### src/rtl/core_types_pkg.sv
// Shared core types: free-list and checkpoint sizing, tag/pointer/column types.
package core_types_pkg;

  localparam int NUM_PHYS_REGS          = 64;
  localparam int NUM_ARCH_REGS          = 32;
  localparam int PHYS_TAG_W             = $clog2(NUM_PHYS_REGS);
  localparam int FREE_LIST_DEPTH        = NUM_PHYS_REGS - NUM_ARCH_REGS;
  localparam int LOG_FREE_LIST_DEPTH    = $clog2(FREE_LIST_DEPTH);
  localparam int CHECKPOINT_COLUMNS     = 4;
  localparam int LOG_CHECKPOINT_COLUMNS = $clog2(CHECKPOINT_COLUMNS);

  typedef logic [PHYS_TAG_W-1:0]             phys_reg_tag_t;
  typedef logic [LOG_CHECKPOINT_COLUMNS-1:0] checkpoint_column_t;
  // Index plus one wrap bit, so full and empty are distinguishable.
  typedef logic [LOG_FREE_LIST_DEPTH:0]      free_list_ptr_t;

  // True when n is a positive power of two; used for elaboration checks.
  function automatic bit is_pow2(input int n);
    return (n > 0) && ((n & (n - 1)) == 0);
  endfunction

endpackage

### src/rtl/checkpoint_column_alloc.sv
// Round-robin checkpoint column allocator with clear and restore-range invalidate.
// A restore releases the restored column and every younger one, i.e. the
// circular range [restore_column, alloc_ptr-1]; the column count must be 2^n.
module checkpoint_column_alloc
  import core_types_pkg::*;
#(
  parameter int COLUMNS = CHECKPOINT_COLUMNS,
  parameter int COL_W   = $clog2(COLUMNS)
) (
  input  logic               clk_i,
  input  logic               rst_i,
  input  logic               save_req_i,
  input  logic               clear_req_i,
  input  logic [COL_W-1:0]   clear_column_i,
  input  logic               restore_req_i,
  input  logic [COL_W-1:0]   restore_column_i,
  output logic               save_ready_o,
  output logic [COL_W-1:0]   save_column_o,
  output logic               save_taken_o,
  output logic               restore_taken_o,
  output logic [COLUMNS-1:0] col_valid_o
);

  logic [COLUMNS-1:0] col_valid_q, col_valid_d;
  logic [COLUMNS-1:0] restore_mask;
  logic [COL_W-1:0]   alloc_ptr_q, alloc_ptr_d;
  logic [COL_W-1:0]   span;

  function automatic logic [COL_W-1:0] col_offset(input logic [COL_W-1:0] a,
                                                  input logic [COL_W-1:0] b);
    return a - b;
  endfunction

  // Handshakes and the set of columns a restore would invalidate.
  always_comb begin
    restore_taken_o = restore_req_i & col_valid_q[restore_column_i];
    save_ready_o    = ~col_valid_q[alloc_ptr_q];
    save_column_o   = alloc_ptr_q;
    save_taken_o    = save_req_i & save_ready_o & ~restore_taken_o;
    col_valid_o     = col_valid_q;
    // A zero span means restore_column == alloc_ptr: every column is younger.
    span            = col_offset(alloc_ptr_q, restore_column_i);
    for (int c = 0; c < COLUMNS; c++) begin
      restore_mask[c] = (span == '0) ||
                        (col_offset(COL_W'(c), restore_column_i) < span);
    end
  end

  // Next state, applied in rising priority: clear, then save, then restore.
  always_comb begin
    // NOTE: defaults first so every path assigns every output; no latches.
    col_valid_d = col_valid_q;
    alloc_ptr_d = alloc_ptr_q;
    if (clear_req_i) col_valid_d[clear_column_i] = 1'b0;
    if (save_taken_o) begin
      col_valid_d[alloc_ptr_q] = 1'b1;
      alloc_ptr_d              = alloc_ptr_q + 1'b1;
    end
    if (restore_taken_o) begin
      col_valid_d = col_valid_d & ~restore_mask;
      alloc_ptr_d = restore_column_i;
    end
  end

  // Column state registers.
  always_ff @(posedge clk_i or posedge rst_i) begin
    if (rst_i) begin
      col_valid_q <= '0;
      alloc_ptr_q <= '0;
    end else begin
      // NOTE: sequential state uses non-blocking assignments only.
      col_valid_q <= col_valid_d;
      alloc_ptr_q <= alloc_ptr_d;
    end
  end

endmodule

### src/rtl/phys_reg_free_list_ckpt.sv
// Physical-register free list with branch checkpoint save/restore of the head.
// Dispatch pops at the head, commit pushes at the tail; a mispredict rewinds
// the head to a saved value so speculatively allocated tags become free again.
module phys_reg_free_list_ckpt #(
  parameter int NUM_PHYS_REGS      = 64,
  parameter int NUM_ARCH_REGS      = 32,
  parameter int CHECKPOINT_COLUMNS = 4,
  parameter int DEPTH              = NUM_PHYS_REGS - NUM_ARCH_REGS,
  parameter int TAG_W              = $clog2(NUM_PHYS_REGS),
  parameter int PTR_W              = $clog2(DEPTH) + 1,
  parameter int COL_W              = $clog2(CHECKPOINT_COLUMNS)
) (
  input  logic             CLK,
  input  logic             RST,
  input  logic             dequeue_req,
  output logic             dequeue_valid,
  output logic [TAG_W-1:0] dequeue_tag,
  input  logic             enqueue_valid,
  input  logic [TAG_W-1:0] enqueue_tag,
  input  logic             save_req,
  output logic             save_ready,
  output logic [COL_W-1:0] save_column,
  input  logic             restore_req,
  input  logic [COL_W-1:0] restore_column,
  input  logic             clear_req,
  input  logic [COL_W-1:0] clear_column,
  output logic [PTR_W-1:0] count,
  output logic             full,
  output logic             overflow_err
);

  import core_types_pkg::*;

  localparam int IDX_W = PTR_W - 1;

  if (!is_pow2(DEPTH)) begin : g_depth_chk
    $error("phys_reg_free_list_ckpt: DEPTH must be a power of 2");
  end
  if (!is_pow2(CHECKPOINT_COLUMNS)) begin : g_cols_chk
    $error("phys_reg_free_list_ckpt: CHECKPOINT_COLUMNS must be a power of 2");
  end

  logic [TAG_W-1:0] fl_mem_q     [DEPTH];
  logic [PTR_W-1:0] saved_head_q [CHECKPOINT_COLUMNS];
  logic [PTR_W-1:0] head_q, head_d, tail_q, tail_d;
  logic             overflow_q;
  logic             save_taken, restore_taken, deq_fire, enq_fire;
  logic [CHECKPOINT_COLUMNS-1:0] col_valid;

  checkpoint_column_alloc #(
    .COLUMNS (CHECKPOINT_COLUMNS),
    .COL_W   (COL_W)
  ) u_col_alloc (
    .clk_i            (CLK),
    .rst_i            (RST),
    .save_req_i       (save_req),
    .clear_req_i      (clear_req),
    .clear_column_i   (clear_column),
    .restore_req_i    (restore_req),
    .restore_column_i (restore_column),
    .save_ready_o     (save_ready),
    .save_column_o    (save_column),
    .save_taken_o     (save_taken),
    .restore_taken_o  (restore_taken),
    .col_valid_o      (col_valid)
  );

  // Status, head tag and next pointers; a restore overrides this cycle's dequeue.
  always_comb begin
    count         = tail_q - head_q;
    full          = (count == PTR_W'(DEPTH));
    dequeue_valid = (head_q != tail_q);
    dequeue_tag   = fl_mem_q[head_q[IDX_W-1:0]];
    overflow_err  = overflow_q;
    deq_fire      = dequeue_req & dequeue_valid & ~restore_taken;
    enq_fire      = enqueue_valid & ~full;
    head_d        = head_q;
    if (restore_taken) head_d = saved_head_q[restore_column];
    else if (deq_fire) head_d = head_q + 1'b1;
    tail_d        = tail_q + PTR_W'(enq_fire);
  end

  // Tag storage: reset loads the tags not bound to architectural registers.
  always_ff @(posedge CLK or posedge RST) begin
    if (RST) begin
      for (int i = 0; i < DEPTH; i++) fl_mem_q[i] <= TAG_W'(NUM_ARCH_REGS + i);
    end else if (enq_fire) begin
      fl_mem_q[tail_q[IDX_W-1:0]] <= enqueue_tag;
    end
  end

  // Head/tail pointers and sticky overflow flag; tail starts one lap ahead.
  always_ff @(posedge CLK or posedge RST) begin
    if (RST) begin
      head_q     <= '0;
      tail_q     <= PTR_W'(DEPTH);
      overflow_q <= 1'b0;
    end else begin
      head_q     <= head_d;
      tail_q     <= tail_d;
      overflow_q <= overflow_q | (enqueue_valid & full);
    end
  end

  // Saved heads capture the post-dequeue head of the saving cycle.
  // NOTE: no reset here; a slot is only read once its col_valid bit is set.
  always_ff @(posedge CLK) begin
    if (save_taken) saved_head_q[save_column] <= head_d;
  end

endmodule

### config.mk
export PLATFORM = sky130hd
export DESIGN_NAME = phys_reg_free_list_ckpt
export DESIGN_NICKNAME = d
export VERILOG_FILES = /design/src/rtl/core_types_pkg.sv /design/src/rtl/checkpoint_column_alloc.sv /design/src/rtl/phys_reg_free_list_ckpt.sv
export SDC_FILE = /design/constraint.sdc
export NUM_CORES = 1
export LEC_CHECK = 0
export ABC_AREA = 1
export CAP_MARGIN = 20
export CORE_ASPECT_RATIO = 0.5
export CORE_MARGIN = 10
export CORE_UTILIZATION = 40
export DETAILED_ROUTE_END_ITERATION = 8
export PLACE_DENSITY = 0.66
export SETUP_SLACK_MARGIN = 0.05
export SYNTH_ARGS = -nofsm -noshare
export SYNTH_HDL_FRONTEND = slang
export SYNTH_SLANG_ARGS = --single-unit
### constraint.sdc
create_clock -name CLK -period 15.3 [get_ports CLK]
set_input_delay 3.06 -clock CLK [delete_from_list [all_inputs] [get_ports CLK]]
set_output_delay 3.06 -clock CLK [all_outputs]
set_load 0.005 [all_outputs]
==> results of run 1 <==
Yosys cell counts (3+ instances only):
master / number / share of area [%]
nor2_1: 148 / 4.4
clkbuf_1: 46 / 1.4
edfxtp_1: 24 / 5.7
a21oi_1: 20 / 0.79
a22oi_1: 5 / 0.30
nand2_1: 536 / 16
dfrtp_1: 98 / 19
inv_1: 49 / 1.4
inv_2: 14 / 0.41
nand4_1: 196 / 9.6
buf_1: 25 / 0.74
buf_6: 17 / 1.5
nand3_1: 73 / 2.9
dfstp_2: 113 / 23
xor2_1: 7 / 0.48
o211ai_1: 26 / 1.5
nand3_2: 32 / 2.5
o21ai_0: 72 / 2.8
buf_2: 20 / 0.79
fa_1: 3 / 0.47
o22ai_1: 12 / 0.59
ha_1: 16 / 1.6
o21ai_1: 19 / 0.75
sequential cells by signal (all words and copies together), names as in the netlist:
| signal | count |
|---|---|
| u_col_alloc.col_valid_o | 4 |
| head_q | 6 |
| overflow_err | 1 |
| fl_mem_q | 192 |
| u_col_alloc.save_column_o | 2 |
| tail_q | 6 |
| saved_head_q | 24 |
metal layers:
metal  routed length (um)  up-vias  GRT usage, %
li1                     -     5329             -
met1                16600     5434          24.6
met2                17200      339          29.9
met3                 2150       45          2.25
met4                  635        0          4.12
met5                    0        -             0
cell type report:
class,count,area share [%]
flip-flops and latches,235,43.9
repair buffers,49,3.24
multi-input cells,1177,41.2
well taps,432,3.86
clock buffers,33,5.04
clock inverters,11,1.01
inverters,65,1.80
through the flow:
stage                     hold slack (ns)  cells
final                               0.460   2002
after CTS                           0.462   2002
after detailed placement            0.452   1958
after global placement              0.447   1958
after floorplan                     0.437   1587
after global routing                0.467   2002
layout by cell type (no fill, tap or decap), drive strengths merged:
cell / count
a22oi: 5
clkdlybuf4s50: 33
dfrtp: 98
o31a: 1
nand4: 196
nand3: 105
xor2: 7
o211ai: 26
clkbuf: 33
nor2: 151
o22ai: 12
clkinv: 7
dfstp: 113
fa: 3
bufinv: 3
ha: 16
a21oi: 20
nand2: 538
inv: 63
clkinvlp: 3
nor3: 1
a21boi: 1
o21bai: 1
o31ai: 1
o21ai: 91
o21a: 1
a31oi: 1
edfxtp: 24
buf: 16
report_power, final:
| group | leakage, uW | switching [uW] | total (uW) | internal (uW) |
|---|---|---|---|---|
| clock network | 0.000410 | 259 | 633 | 374 |
| logic | 0.00326 | 834 | 1270 | 432 |
| registers | 0.00267 | 179 | 1160 | 986 |
| total | 0.00634 | 1270 | 3060 | 1790 |
final timing paths:
kind	end	startpoint	slack [ns]
max	full	head_q[0]$_DFF_PP0_	7.82
min reg2reg	fl_mem_q[84]$_DFFE_PP1P_	fl_mem_q[84]$_DFFE_PP1P_	0.46
min in group asynchronous	u_col_alloc.col_valid_o[1]$_DFF_PP0_	RST	3.00
min	fl_mem_q[84]$_DFFE_PP1P_	fl_mem_q[84]$_DFFE_PP1P_	0.46
max in group asynchronous	head_q[0]$_DFF_PP0_	RST	10.89
max reg2reg	fl_mem_q[89]$_DFFE_PP1P_	head_q[0]$_DFF_PP0_	10.56
worst max-delay path, cell delays in order (launching register included):
cell,delay (ns)
dfrtp_2,0.97
buf_4,0.59
ha_1,0.28
fa_1,0.19
inv_1,0.06
nand2_1,0.06
nand2_1,0.06
nor2_1,0.09
nand3_1,0.10
nor2_2,0.20
nand2_8,0.53
inv_2,0.19
clkdlybuf4s50_1,0.52
logic make-up (layout without fill, tap and decap cells):
kind of cell | after synthesis | count (layout) | synth area share (%)
adders and majority gates | 19 | 19 | 2.05
buffers and inverters | 175 | 158 | 6.43
DFF | 235 | 235 | 48.3
AOI/OAI and AO/OA | 160 | 160 | 7.14
and+or+nand+nor | 991 | 991 | 35.6
xor gates and xnor gates | 7 | 7 | 0.482
==> flow_summary.toml, run 1 <==
[finish]
multi_input_area_sq_um = 5760
drive_gt1_share_pct = 14.3
final_util_pct = 44.5
n_antenna_cell = 0
nets = 1588
syn_to_final_growth_pct = 10.1
seqCellArea_sq_um = 6140
stdcell_area_sq_um = 14000
fill_cells = 3097

[critical_path]
required_ns = 12.24
worstSetupPathType = "flop to primary output"
rr_worst_depth = 12
cp_max_fo = 141
cp.arrival_ns = 4.42
worst_setup_path_end_kind = "primary output"
crit_path_start_kind = "flop"

[route]
drt_first_pass_iters = 5
wl_um = 36600
wl_per_cell_um = 18.3
drc = 0
detail-route-antenna-nets = 0
via_per_inst = 5.57
via_count = 11100
first_iter_violations = 1220

[global_route]
grt_antenna_before_repair = 0
first_global_vias = 10800
grt_start_max_net_pins = 142
grt_pass1_wl_um = 59300
grt_usage_pct = 18.0
grt_overflow = 0

[timing]
fin_skew_ns = 0.00932
fin_crit_ns = 7.48
finalSetupTns_ns = 0
worst_slack_ns = 7.82
final_max_slew_viol_count = 0
slew_headroom_pct = 28.1
timing.fmax_mhz = 134
worstMarginPinSlew_ns = 1.08
finalHoldViolCount = 0
grt_setup_unrepaired = "false"
timing.final.crit_share_pct = 48.9
setup_viol_count_final = 0

[clocking]
clock-root-buffer = "clkbuf_16"
htreeDepth = 1
clkLatencyLatePin_ns = 0.53
cts.sinks = 235
clockBufferDepth = 3
cts.clk_slew.worst_paths_ns = 0.06
cts_hold_buf = 0
cts-resized-gates = 0
cts_tree = "built"
numCtsBuffers = 24
postCtsSetupBuffers = 0

[place]
gp_congestion = 0.858
hpwl_um = 21600
place_ws_ns = 8.39
io_buffers = 34
place_area_sq_um = 13200

[floorplanning]
die_y_um = 146
io_pins = 35
start_util_pct = 40.4
die-area_sq_um = 39800
num_rows = 46
die_w_um = 272
coreArea_sq_um = 31500

[power]
power_leakage_uw = 0.00634
ir_drop_mv = 0.101
power_uw = 3060
pwr_density_cell_nw_per_um2 = 219

[synthesis]
yosysWarnings = 0
ys_seq_area_share_pct = 48.3
synth_edf_count = 24
synth_seq_cells = 235
avgSynthCellArea_sq_um = 8.01
postSynth.asyncResetShare_pct = 89.8
syn_inst = 1587
synth_fp_nets = 1623
synthesis.area_sq_um = 12700
synth_top_flop_cell = "dfstp_2"
synthDistinctLibCells = 36

[outcome]
status = "finished clean"

[worst_hold_path]
hold_depth = 2
hp-class = "flop to flop"

[flow_run]
drv_cap = 0
No activity file was read; power rests on OpenSTA's default activity.
==> run 2: changes to the inputs <==
clock period = 7.75 ns   (was 15.3 ns; I/O delays follow)
==> flow_summary.toml, run 2 (synthesis gave the netlist of run 1 again) <==
[outcome]
status = "finished clean"

[route]
wl_um = 37500
first_iter_violations = 1340
wl_per_cell_um = 18.7
via_per_inst = 5.64
detail-route-antenna-nets = 0
drt_first_pass_iters = 6
via_count = 11300
drc = 0

[place]
place_area_sq_um = 13200
io_buffers = 34
hpwl_um = 22600
gp_congestion = 0.897

[critical_path]
cp.arrival_ns = 3.71
cp_max_fo = 96
required_ns = 6.20
worstSetupPathType = "flop to primary output"
crit_path_start_kind = "flop"
worst_setup_path_end_kind = "primary output"

[finish]
final_common_cell = "nand2_1"
drive_gt1_share_pct = 13.9
stdcell_area_sq_um = 13900
nets = 1590
largestRegisters = "fl_mem_q: 192 flops, saved_head_q: 24 flops"
n_antenna_cell = 0
syn_to_final_growth_pct = 9.38
fill_cells = 3085
largest_reg_flops = 192
final_cell_mix = "536 x nand2_1, 196 x nand4_1, 148 x nor2_1"
regMostFlops = "fl_mem_q"
final_util_pct = 44.2

[power]
pwr_density_cell_nw_per_um2 = 427
pwr-share-clk_pct = 18.8
pwr-share-comb_pct = 42.1
intPower_uw = 3430
switching_share_pct = 42.3
power_leakage_uw = 0.00630
seqPwrFrac_pct = 39.1
p_sw_uw = 2510
ir_drop_mv = 0.193

[global_route]
grt_pass1_wl_um = 60000
grt_start_max_net_pins = 97
grt_usage_pct = 18.2
grt_antenna_before_repair = 0
first_global_vias = 10600
grt_overflow = 0

[clocking]
clkLatencyLatePin_ns = 0.53
cts_tree = "built"
cts_hold_buf = 0
clock-root-buffer = "clkbuf_16"
clockBufferDepth = 3
postCtsSetupBuffers = 0
numCtsBuffers = 24
cts.clk_slew.worst_paths_ns = 0.07
cts-resized-gates = 0
cts.sinks = 235
htreeDepth = 1

[timing]
setup_viol_count_final = 0
final_max_slew_viol_count = 0
finalSetupTns_ns = 0
fin_skew_ns = 0.0158
timing.final.crit_share_pct = 67.9
slew_headroom_pct = 27.5
fin_crit_ns = 5.26
grt_setup_unrepaired = "false"
finalHoldViolCount = 0
timing.fmax_mhz = 190
worstMarginPinSlew_ns = 1.09

[floorplanning]
die-area_sq_um = 39800
coreArea_sq_um = 31500
die_y_um = 146
num_rows = 46
start_util_pct = 40.4
io_pins = 35
die_w_um = 272

[worst_hold_path]
hp-class = "flop to flop"

[flow_run]
drv_cap = 0
-- run 2: changes by cell type in the layout (fill, tap and decap cells not counted), sizes merged --
cell and change:
buf +2, bufinv -3, clkbuf +2, clkinv +4, clkinvlp -3
-- run 2: area by class of cell --
type	count	area, sq um	share of cell area, %
Multi-Input combinational cell	1177	5760	41.4
Sequential cell	235	6140	44.2
Timing Repair Buffer	51	469	3.37
Clock inverter	9	43.8	0.315
Tap cell	432	541	3.89
Clock buffer	35	693	4.98
Inverter	65	251	1.81
-- run 2: worst max-delay path, stage by stage (launching register included) --
cell and delay [ns]:
dfrtp_1 0.36, buf_4 0.21, inv_1 0.48, ha_1 0.42, a21oi_1 0.23, nand2_1 0.08
nand2_1 0.08, nand3_1 0.08, nor2_2 0.19, nand2_8 0.36, inv_2 0.16, clkdlybuf4s50_1 0.52
-- run 2: final timing paths --
path	depth (start not counted)	from	slack [ns]	endpoint
max	11	head_q[2]$_DFF_PP0_	2.49	full
min	2	fl_mem_q[58]$_DFFE_PP1P_	0.46	fl_mem_q[58]$_DFFE_PP1P_
max reg2reg	13	head_q[2]$_DFF_PP0_	3.32	fl_mem_q[93]$_DFFE_PP0P_
min reg2reg	2	fl_mem_q[58]$_DFFE_PP1P_	0.46	fl_mem_q[58]$_DFFE_PP1P_
max in group asynchronous	3	RST	4.89	fl_mem_q[160]$_DFFE_PP0P_
min in group asynchronous	2	RST	1.48	u_col_alloc.col_valid_o[0]$_DFF_PP0_
-- run 2: routing by layer --
layer | routed length, um | global-route usage [%] | share of wire [%] | up-vias
li1 | - | - | - | 5332
met1 | 16900 | 25.7 | 45 | 5508
met2 | 17200 | 28.9 | 46 | 414
met3 | 2560 | 2.66 | 6.8 | 51
met4 | 801 | 4.53 | 2.1 | 0
met5 | 0 | 0 | 0 | -
-- run 2: power groups by stage --
stage | clock (uW) | sequential (uW) | combinational [uW]
floorplan | 0 | 2160 | 1810
global placement | 0 | 2320 | 2460
detailed placement | 0 | 2320 | 2480
CTS | 1130 | 2310 | 2490
global route | 1190 | 2380 | 2810
finish | 1120 | 2320 | 2500
-- run 2: through the flow --
stage / total power, uW / cells / worst slack [ns] / hold slack, ns
2_1_floorplan: 3960 / 1587 / 0.621 / 0.437
3_3_place_gp: 4780 / 1960 / 3.10 / 0.450
3_5_place_dp: 4810 / 1960 / 3.08 / 0.453
4_1_cts: 5930 / 2004 / 2.52 / 0.463
5_1_grt: 6370 / 2004 / 2.31 / 0.472
6_report: 5930 / 2004 / 2.49 / 0.462
